`config.mk`:
```
export PLATFORM = sky130hd
export DESIGN_NAME = spn_req_sched
export DESIGN_NICKNAME = d
export VERILOG_FILES = /design/src/rtl/spn_req_sched.sv
export SDC_FILE = /design/constraint.sdc
export NUM_CORES = 1
export LEC_CHECK = 0
export CAP_MARGIN = 5
export CORE_MARGIN = 2
export CORE_UTILIZATION = 54
export CTS_CLUSTER_SIZE = 8
export DETAILED_ROUTE_END_ITERATION = 16
export PLACE_DENSITY = 0.79
export RECOVER_POWER = 25
export SYNTH_ARGS = -nofsm -noshare
export SYNTH_HDL_FRONTEND = slang
export SYNTH_SLANG_ARGS = --single-unit
```
`constraint.sdc`:
```
create_clock -name clk -period 3.5 [get_ports clk]
set_input_delay 0.7 -clock clk [delete_from_list [all_inputs] [get_ports clk]]
set_output_delay 0.7 -clock clk [all_outputs]
set_load 0.03 [all_outputs]
```
`src/rtl/spn_req_sched.sv`:
```
// Request scheduler in front of the SPN core: buffers requests in a small FIFO, issues one at
// a time, waits (with timeout) for the core's completion code and holds the result for pickup.
module spn_req_sched #(
    parameter int DEPTH   = 4,
    parameter int TIMEOUT = 32
) (
    input  logic                     clk,
    input  logic                     reset,
    input  logic                     req_valid,
    output logic                     req_ready,
    input  logic [1:0]               req_opcode,
    input  logic [15:0]              req_data,
    input  logic [31:0]              req_key,
    output logic [1:0]               opcode,
    output logic [15:0]              in_data,
    output logic [31:0]              key,
    input  logic [15:0]              out_data,
    input  logic [1:0]               valid,
    output logic                     rsp_valid,
    input  logic                     rsp_ready,
    output logic [15:0]              rsp_data,
    output logic [1:0]               rsp_status,
    output logic                     rsp_timeout,
    output logic [$clog2(DEPTH):0]   fifo_count,
    output logic                     busy,
    output logic                     spurious
);

    localparam int AW = $clog2(DEPTH);
    localparam int CW = AW + 1;
    localparam int TW = $clog2(TIMEOUT);
    localparam int EW = 2 + 16 + 32;
    localparam logic [CW-1:0] FULL_COUNT = CW'(DEPTH);
    localparam logic [TW-1:0] TIMER_LAST = TW'(TIMEOUT - 1);

    typedef enum logic [1:0] {
        S_IDLE  = 2'd0,
        S_ISSUE = 2'd1,
        S_WAIT  = 2'd2,
        S_RESP  = 2'd3
    } state_t;

    state_t          state_reg, state_next;
    logic [EW-1:0]   mem [DEPTH];
    logic [AW-1:0]   wr_ptr_reg, rd_ptr_reg;
    logic [CW-1:0]   count_reg;
    logic [EW-1:0]   issue_reg;
    logic [TW-1:0]   timer_reg, timer_next;
    logic [15:0]     rsp_data_reg;
    logic [1:0]      rsp_status_reg;
    logic            rsp_timeout_reg;
    logic            spurious_reg;
    logic            push, pop;
    logic            rsp_load, rsp_by_timeout;

    // Ready looks only at the current occupancy; a pop in the same cycle does not open a slot.
    assign req_ready = (count_reg != FULL_COUNT);
    assign push      = req_valid && req_ready && (req_opcode != 2'b00);
    assign pop       = (state_reg == S_IDLE) && (count_reg != '0);

    always_ff @(posedge clk) begin
        if (push) begin
            mem[wr_ptr_reg] <= {req_opcode, req_data, req_key};
        end
    end

    always_ff @(posedge clk or negedge reset) begin
        if (!reset) begin
            wr_ptr_reg <= '0;
            rd_ptr_reg <= '0;
            count_reg  <= '0;
        end else begin
            if (push) begin
                wr_ptr_reg <= wr_ptr_reg + 1'b1;
            end
            if (pop) begin
                rd_ptr_reg <= rd_ptr_reg + 1'b1;
            end
            if (push && !pop) begin
                count_reg <= count_reg + 1'b1;
            end else if (pop && !push) begin
                count_reg <= count_reg - 1'b1;
            end
        end
    end

    // The issue register doubles as the registered read port of the request store.
    always_ff @(posedge clk or negedge reset) begin
        if (!reset) begin
            issue_reg <= '0;
        end else if (pop) begin
            issue_reg <= mem[rd_ptr_reg];
        end
    end

    always_comb begin
        state_next     = state_reg;
        timer_next     = timer_reg;
        rsp_load       = 1'b0;
        rsp_by_timeout = 1'b0;
        case (state_reg)
            S_IDLE: begin
                if (count_reg != '0) begin
                    state_next = S_ISSUE;
                end
            end
            S_ISSUE: begin
                timer_next = '0;
                state_next = S_WAIT;
            end
            S_WAIT: begin
                timer_next = timer_reg + 1'b1;
                // A core reply in the final wait cycle takes priority over the timeout.
                if (valid != 2'b00) begin
                    rsp_load   = 1'b1;
                    state_next = S_RESP;
                end else if (timer_reg == TIMER_LAST) begin
                    rsp_load       = 1'b1;
                    rsp_by_timeout = 1'b1;
                    state_next     = S_RESP;
                end
            end
            S_RESP: begin
                if (rsp_ready) begin
                    state_next = S_IDLE;
                end
            end
            default: state_next = S_IDLE;
        endcase
    end

    always_ff @(posedge clk or negedge reset) begin
        if (!reset) begin
            state_reg       <= S_IDLE;
            timer_reg       <= '0;
            rsp_data_reg    <= '0;
            rsp_status_reg  <= '0;
            rsp_timeout_reg <= 1'b0;
            spurious_reg    <= 1'b0;
        end else begin
            state_reg    <= state_next;
            timer_reg    <= timer_next;
            spurious_reg <= (valid != 2'b00) && (state_reg != S_WAIT);
            if (rsp_load) begin
                rsp_data_reg    <= rsp_by_timeout ? 16'h0000 : out_data;
                rsp_status_reg  <= rsp_by_timeout ? 2'b11 : valid;
                rsp_timeout_reg <= rsp_by_timeout;
            end
        end
    end

    assign opcode      = (state_reg == S_ISSUE) ? issue_reg[49:48] : 2'b00;
    assign in_data     = (state_reg == S_ISSUE || state_reg == S_WAIT) ? issue_reg[47:32] : 16'h0000;
    assign key         = (state_reg == S_ISSUE || state_reg == S_WAIT) ? issue_reg[31:0] : 32'h0000_0000;
    assign rsp_valid   = (state_reg == S_RESP);
    assign rsp_data    = rsp_data_reg;
    assign rsp_status  = rsp_status_reg;
    assign rsp_timeout = rsp_timeout_reg;
    assign fifo_count  = count_reg;
    assign busy        = (state_reg != S_IDLE);
    assign spurious    = spurious_reg;

endmodule

```
## Yosys cells after proc, flatten, opt, wreduce, memory -nomap -nowiden

Memories as Yosys holds them, arrays and structs flattened. A register that Yosys moved wholly into a read port is not among the register bits.
Cells that the tools add are included.

- Bits in registers: 34
- Bits in writable memories: 200
- Input port bits: 72
- Output and inout port bits: 76
- Word-level logic and storage cells: 62
- Memories kept: 1

Memory list:

| memory | depth | width | rd ports | clocked after memory_dff | wr ports | RTL line | text |
|---|---|---|---|---|---|---|---|
| mem | 4 | 50 | 1 | 1 | 1 | 44 | `logic [EW-1:0] mem [DEPTH];` |

- Add/sub/neg operators: 5
- Eq/ne operators: 9
- Multiplexer cells: 20
- Reduce and logical (&&, ||, !) cells: 18

Operators by type and width:

| operator | number |
|---|---|
| two-way mux 16 bit | 2 |
| two-way mux 32 bit | 1 |
| two-way mux 2 bit | 6 |
| case mux 5 bit (2 select lines) | 1 |
| nonzero test 2 bit | 5 |
| case mux 2 bit (4 select lines) | 1 |
| two-way mux 1 bit | 7 |
| logical AND 1 bit | 6 |
| two-way mux 3 bit | 2 |
| != test 3 bit (second input constant) | 2 |
| adder 5 x 1 -> 5 bit (second input constant) | 1 |
| equality test 5 bit (second input constant) | 1 |
| adder 2 x 1 -> 2 bit (second input constant) | 2 |
| equality test 2 bit (second input constant) | 2 |
| != test 2 x 1 -> 1 bit (second input constant) | 2 |
| adder 3 x 1 -> 3 bit (second input constant) | 1 |
| logical NOT 1 bit | 3 |
| AND reduction 3 bit | 1 |
| nonzero test 3 bit | 1 |
| subtractor 3 x 1 -> 3 bit (second input constant) | 1 |
| equality test 2 x 1 -> 1 bit (second input constant) | 1 |
| logical NOT 2 bit | 1 |
| != test 2 bit (second input constant) | 1 |
| logical OR 1 bit | 1 |

## Depth between registers and ports, before layout

Gate-level depths: netlist of the first run.

- Depth after elaboration: 7
- Depth in mapped cells: 10
- Gate-level depth less buffers: 9

## Least setup slack after synthesis of the first run

Ideal clock, no wire load.

- Kind: register -> register
- Start point: reg count_reg[0], in the netlist fifo_count[0]
- End point: mem mem[0][0] in the netlist's numbering (enable)
- Setup time: 0.413 ns
- Data arrival time: 2.385 ns
- Required time: 3.087 ns
- Path slack: 0.702 ns
- Cell stages (with the launch flop): 4
- Path buffers: 0
- Clock period less this slack: 2.798 ns
- Cells stage by stage: dfrtp_1 > nor2_1 > a21oi_1 > and2_1

- Word-level cells in the longest chain between the ends: 5

RTL lines:

| item | RTL line | text |
|---|---|---|
| start: declaration | 46 | `logic [CW-1:0] count_reg;` |
| start signal: assignment | 80 | `count_reg <= count_reg + 1'b1;` |
| start signal: assignment | 82 | `count_reg <= count_reg - 1'b1;` |
| != test 3 bit | 57 | `assign req_ready = (count_reg != FULL_COUNT);` |
| logical AND 1 bit (2 in a row) | 58 | `assign push = req_valid && req_ready && (req_opcode != 2'b00);` |
| via push | 53 | `logic push, pop;` |
| two-way mux 1 bit | 62 | `if (push) begin` |
| two-way mux 1 bit (implied by the code) | 63 | `mem[wr_ptr_reg] <= {req_opcode, req_data, req_key};` |
| end: declaration | 44 |  |

The timed path passes the listed nets, and every way through them passes these cells.

## Final worst setup path of the first run

- Start point: reg state_reg[1]
- End point: out key[0]

- Word-level cells in the longest chain between the ends: 3
- Elaborated cells between the ends (all ways): 4
- Those cells by class: 2 x eq/ne; 1 x mux; 1 x reduce/logical

RTL lines:

| item | RTL line | text |
|---|---|---|
| start: declaration | 43 | `state_t state_reg, state_next;` |
| start signal: assignment | 141 | `state_reg <= state_next;` |
| equality test 2 x 1 -> 1 bit or equality test 2 bit (tied branches) | 154 | `assign key = (state_reg == S_ISSUE \|\| state_reg == S_WAIT) ? issue_reg[31:0] : 32'h0000_0000;` |
| logical OR 1 bit * | 154 |  |
| two-way mux 32 bit * | 154 |  |
| end: declaration | 16 | `output logic [31:0] key,` |

Every way passes the cells marked *; elsewhere a longest branch is shown, timed or not.

==> results.json, run 1 <==
{
  "status": "complete, but fails checks",
  "violations": "capacitance limit, slew limit",
  "fin_skew_ns": 0.0125,
  "syn_nets": 634,
  "grt_pass1_wl_mm": 33.7,
  "grtUsageMet2_pct": 35.2,
  "switchingPower_w": 0.00465,
  "hold_class": "flip-flop to flip-flop",
  "gp_congestion": 0.744,
  "insertion_delay_ns": 0.50,
  "die_w_um": 147,
  "cts-root-buf": "clkbuf_16",
  "grt_use_met3_pct": 4.69,
  "die_h_um": 147,
  "placement.setup.worst_slack_ns": 0.480,
  "grt_max_degree": 53,
  "seqPwrFrac_pct": 35.7,
  "avgViaCountPerCell": 5.48,
  "cts_num_sinks": 284,
  "layout-drive-gt1-share_pct": 22.5,
  "end_kind": "primary output",
  "slew_violations": 52,
  "worst_slew_pin_slew_ns": 1.50,
  "synthAdderAreaFrac_pct": 1.44,
  "grt_overflow": 0,
  "sw_frac_of_total_pct": 33.1,
  "fin_crit_ns": 3.27,
  "htree_levels": 2,
  "p_leak_nw": 5.05,
  "critical_path_class": "flip-flop to primary output",
  "vias": 5643,
  "whs_path_depth": 1,
  "ant_nets": 0,
  "relSlewSlack_pct": -0.0896,
  "drtPass1Iterations": 6,
  "ys_seq_area_share_pct": 73.9,
  "setup_viol": 0,
  "rsz0062_at_grt": "false",
  "cp.required_ns": 2.80,
  "grt_pass1_vias": 6192,
  "core_sq_um": 20100,
  "pwr-share-clk_pct": 25.5,
  "cts_setup_buffers": 0,
  "largest_reg_flops": 200,
  "comb_power_share_pct": 38.8,
  "synth_cell_types": 33,
  "drtIter0Drc": 302,
  "avgSynthCellArea_sq_um": 20.0,
  "drc": 0,
  "synth_compound_area_share_pct": 2.37,
  "crit_path_max_incr_delay_ns": 0.68,
  "post_drt_wl_per_cell_um": 20.6,
  "synthToLayoutAreaGrowth_pct": 27.3,
  "hold_ws_ns": 0.492,
  "fmax_mhz": 306,
  "synth_top_family_by_area": "multiplexers",
  "fin_nets": 813,
  "numPortBuffers": 147,
  "pwr_density_cell_nw_per_um2": 1000,
  "cp_max_fo": 29,
  "numCtsBuffers": 41,
  "dp_hpwl_mm": 12.9,
  "postLayoutCoreUtil_pct": 69.5,
  "p_int_w": 0.00939,
  "initial_core_util_pct": 54.6,
  "fin_tns_setup_ns": 0,
  "gr-usage-met1_pct": 26.5,
  "finalCritPeriodShare_pct": 93.4,
  "synth_xor_area_share_pct": 0.479,
  "postSynthCellCount": 550,
  "clkTransAtPathRegs_ns": 0.05,
  "reg2reg_depth": 8,
  "cts_tree": "yes",
  "arrival_ns": 2.57,
  "busiest_layer": "met2",
  "muxShareOfSynthArea_pct": 15.8,
  "wl_mm": 21.2,
  "cpMaxStageDelayCell": "clkdlybuf4s50_1",
  "drv_cap": 1,
  "nFillCells": 1234,
  "io_pins": 148,
  "crit_chain": "inv_1 > ha_4 > buf_12 > and2_1 > clkdlybuf4s50_1",
  "yosys_register_bits": 284,
  "clk_path_buf_depth": 3,
  "synth_simple_gate_area_share_pct": 3.85,
  "seq_area_sq_um": 8110,
  "multiInputGateArea_sq_um": 2640,
  "dieArea_sq_um": 21500,
  "row_count": 52,
  "grt_use_total_pct": 20.4,
  "antenna_found_initial": 1,
  "ir_worst_vdd_mv": 0.589,
  "critical_path.startpoint_type": "flip-flop",
  "hold_violations": 0,
  "worst_slack_ns": 0.232,
  "syn_area_sq_um": 11000,
  "ys_warn_count": 0
}
through the flow:
step                area, sq um  power (W)  std cells
floorplan                 11000    0.00859        550
global placement          12800     0.0104        956
detailed placement        12800     0.0106        956
CTS                       14000     0.0142       1029
global route              14000     0.0147       1029
finish                    14000     0.0140       1030
layer usage:
metal | vias to the layer above | share of wire [%]
met5 | - | 0.033
met4 | 2 | 1.7
met3 | 40 | 5.6
met2 | 179 | 52
met1 | 2922 | 41
li1 | 2500 | -
final timing paths:
path                               start       endpoint  slack [ns]
setup / recovery            state_reg[1]         key[0]        0.23
hold / removal             issue_reg[39]  issue_reg[39]        0.49
setup reg to reg           fifo_count[0]  fifo_count[2]        1.14
hold reg to reg            issue_reg[39]  issue_reg[39]        0.49
max in group asynchronous          reset  rd_ptr_reg[0]        1.85
min in group asynchronous          reset  rsp_status[1]        0.57
cell usage in the layout, fill, tap and decap left out, types with 2 or more instances in the layout:
| cell | instances |
|---|---|
| inv_1 | 14 |
| buf_12 | 5 |
| mux2_2 | 52 |
| nor3_1 | 3 |
| clkbuf_1 | 29 |
| ha_1 | 10 |
| buf_4 | 10 |
| and2_2 | 4 |
| nor2_1 | 8 |
| xnor2_1 | 3 |
| o2bb2ai_1 | 2 |
| inv_6 | 2 |
| dfrtp_1 | 82 |
| mux2i_1 | 2 |
| a21oi_1 | 3 |
| nand3_1 | 2 |
| a22o_1 | 16 |
| and2_1 | 50 |
| clkdlybuf4s50_1 | 116 |
| mux4_2 | 50 |
| xor2_1 | 3 |
| o21ai_0 | 4 |
| dlygate4sd3_1 | 30 |
| nand2_1 | 3 |
| clkbuf_16 | 41 |
| edfxtp_1 | 200 |
power groups by stage:
| stage | clock network [W] | registers, W | logic [W] |
|---|---|---|---|
| after floorplan | 0 | 0.00505 | 0.00354 |
| after global placement | 0 | 0.00503 | 0.00533 |
| after detailed placement | 0 | 0.00509 | 0.00548 |
| after CTS | 0.00366 | 0.00503 | 0.00551 |
| after global routing | 0.00382 | 0.00511 | 0.00580 |
| final | 0.00358 | 0.00502 | 0.00545 |
cell usage after synthesis (all sizes together):
master     n  area (sq um)
a22oi      1          7.51
o21bai     1          7.51
dfrtp     84          2100
xnor2      3          26.3
a21oi      3          15.0
fa         1          20.0
ha        11           138
mux2i      2          20.0
nand3      2          10.0
mux4      50          1130
o32a       1          10.0
nor2       8          30.0
and3       1          6.26
nand2      3          11.3
nor2b      1          6.26
buf       14           141
clkbuf    12          46.3
o31ai      2          33.8
a221oi     1          8.76
inv       14          52.6
edfxtp   200          6010
o2bb2ai    2          17.5
nor3       3          15.0
nand2b     1          6.26
and2      54           338
o21ai      4          20.0
mux2      52           586
a22o      16           140
xor2       3          26.3
kinds of logic after synthesis:
logic type	after synthesis
buf+inv	40
simple gates	73
flops	284
compound gates	31
fa+ha+maj	12
xor+xnor	6
mux	104
layout make-up:
cell class                      count  area share, %
Sequential cell                   284           58.1
Multi-Input combinational cell    226           18.9
Timing Repair Buffer              162           11.7
Clock buffer                       70           8.12
Tap cell                          270           2.42
Inverter                           14          0.376
Clock inverter                      3          0.340
Antenna cell                        1         0.0179
repair_timing:
item | 4_1_cts | 5_1_grt
hold buffers | 0 | 0
setup endpoints to repair | 0 | 29
resized for setup | 0 | 1
endpoints found under the hold margin | 0 | 0
worst max-delay path: cells and delay by family, from the launching register on:
kind                       cells  cell delay (ns)
and+or+nand+nor                1             0.18
DFF                            1             0.38
buffers and inverters          3             1.01
adders and majority gates      1             0.45
No activity file was read; power rests on OpenSTA's default activity.
==> run 2: changes to the inputs <==
CORE_MARGIN = unset   (was 2)
==> results.json, run 2 (synthesis results as in run 1) <==
{
  "status": "finished clean",
  "grt_pass1_wl_mm": 33.7,
  "layout.cells.non_filler": 1028,
  "drv_cap": 0,
  "critical_path_class": "flip-flop to primary output",
  "antenna_found_initial": 1,
  "cp_max_fo": 35,
  "clk_path_buf_depth": 3,
  "cp.required_ns": 2.80,
  "die_h_um": 145,
  "cts_tree": "yes",
  "grt_pass1_vias": 6217,
  "finalCritPeriodShare_pct": 94.5,
  "fin_nets": 814,
  "arrival_ns": 2.61,
  "core_sq_um": 19700,
  "rsz0062_at_grt": "false",
  "synthToLayoutAreaGrowth_pct": 28.1,
  "dieArea_sq_um": 20900,
  "total_power_w": 0.0142,
  "relSlewSlack_pct": 29.8,
  "dpl.cell_count": 952,
  "ir_worst_vdd_mv": 0.626,
  "reg2reg_from": "fifo_count[0]",
  "nFillCells": 1141,
  "drtPass1Iterations": 5,
  "place_area_sq_um": 12800,
  "cts_setup_buffers": 0,
  "cts-root-buf": "clkbuf_16",
  "final_common_cell": "edfxtp_1",
  "grt_use_total_pct": 22.2,
  "avgViaCountPerCell": 5.47,
  "die_w_um": 145,
  "final_cell_area_sq_um": 14100,
  "post_drt_wl_per_cell_um": 21.2,
  "initial_core_util_pct": 55.7,
  "htree_levels": 2,
  "fin_tns_setup_ns": 0,
  "p_leak_nw": 5.09,
  "numCtsBuffers": 41,
  "hold_class": "input pin to async pin",
  "largest_reg_flops": 200,
  "end_kind": "primary output",
  "grt_overflow": 0,
  "wl_mm": 21.7,
  "reg2reg_depth": 8,
  "fin_crit_ns": 3.31,
  "clkTransAtPathRegs_ns": 0.05,
  "insertion_delay_ns": 0.51,
  "setup_viol": 0,
  "ant_nets": 0,
  "r2r-end": "fifo_count[2]",
  "critical_path.startpoint_type": "flip-flop",
  "dp_hpwl_mm": 12.9,
  "row_count": 51,
  "drc": 0,
  "fin_skew_ns": 0.0147,
  "vias": 5622,
  "hold_ws_ns": 0.377,
  "grt_max_degree": 76,
  "cts_num_sinks": 284,
  "seq_area_sq_um": 8110,
  "hold_violations": 0,
  "worst_slew_pin_slew_ns": 1.05,
  "layout_common_cells": "200 x edfxtp_1, 105 x clkdlybuf4s50_1, 82 x dfrtp_1",
  "layout-drive-gt1-share_pct": 22.7,
  "r2r_slack_ns": 1.09,
  "pwr_density_cell_nw_per_um2": 1010,
  "fmax_mhz": 302,
  "slew_violations": 0,
  "gp_congestion": 0.734,
  "numPortBuffers": 147,
  "multiInputGateArea_sq_um": 2640,
  "drtIter0Drc": 378,
  "io_pins": 148
}
run 2: what timing repair did:
item | 4_1_cts | 5_1_grt
resized for setup | 0 | 1
hold buffers | 0 | 0
setup endpoints to repair | 0 | 8
run 2: worst max-delay path: stages (launching register included):
cell,delay (ns)
dfrtp_1,0.40
inv_1,0.11
ha_4,0.44
buf_12,0.24
and2_1,0.19
clkdlybuf4s50_1,0.72
run 2: how the worst max path moves through the flow:
stage,depth (start not counted),start,end,slack [ns]
detailed placement,9,req_opcode[1],fifo_count[2],0.50
global placement,9,req_opcode[1],fifo_count[2],0.60
floorplan,3,fifo_count[0],mem[0][0],0.70
global route,5,state_reg[0],in_data[0],0.12
finish,5,state_reg[0],in_data[0],0.19
CTS,5,state_reg[1],in_data[0],0.002
run 2: area by class of cell:
cell class / instances / share of cell area, %
Inverter: 14 / 0.374
Clock inverter: 2 / 0.0979
Sequential cell: 284 / 57.7
Antenna cell: 2 / 0.0356
Multi-Input combinational cell: 226 / 18.8
Clock buffer: 72 / 8.43
Timing Repair Buffer: 163 / 12.2
Tap cell: 265 / 2.36
run 2: metrics by stage:
stage | utilization, % | setup WS, ns
floorplan | - | 0.702
global placement | 65.1 | 0.604
detailed placement | 65.1 | 0.499
CTS | 71.2 | 0.00167
global route | 71.3 | 0.115
finish | 71.3 | 0.194
run 2: per-layer routing:
metal,wire length [um],vias to the layer above,GRT usage (%)
met1,8710,2903,26.5
met2,11400,179,39.6
li1,-,2510,-
met5,0,-,0
met3,1220,30,4.70
met4,369,0,7.92
run 2: report_power, final:
| part | switching [W] | internal, W |
|---|---|---|
| clock | 0.00132 | 0.00227 |
| sequential | 0.000567 | 0.00450 |
| combinational | 0.00283 | 0.00268 |
| total | 0.00471 | 0.00945 |
==> run 3: changes to the inputs <==
SKIP_LAST_GASP = 1   (was unset)
==> results of run 3 <==
Same layout as run 2: the final DEF is identical, and so are final timing and power.
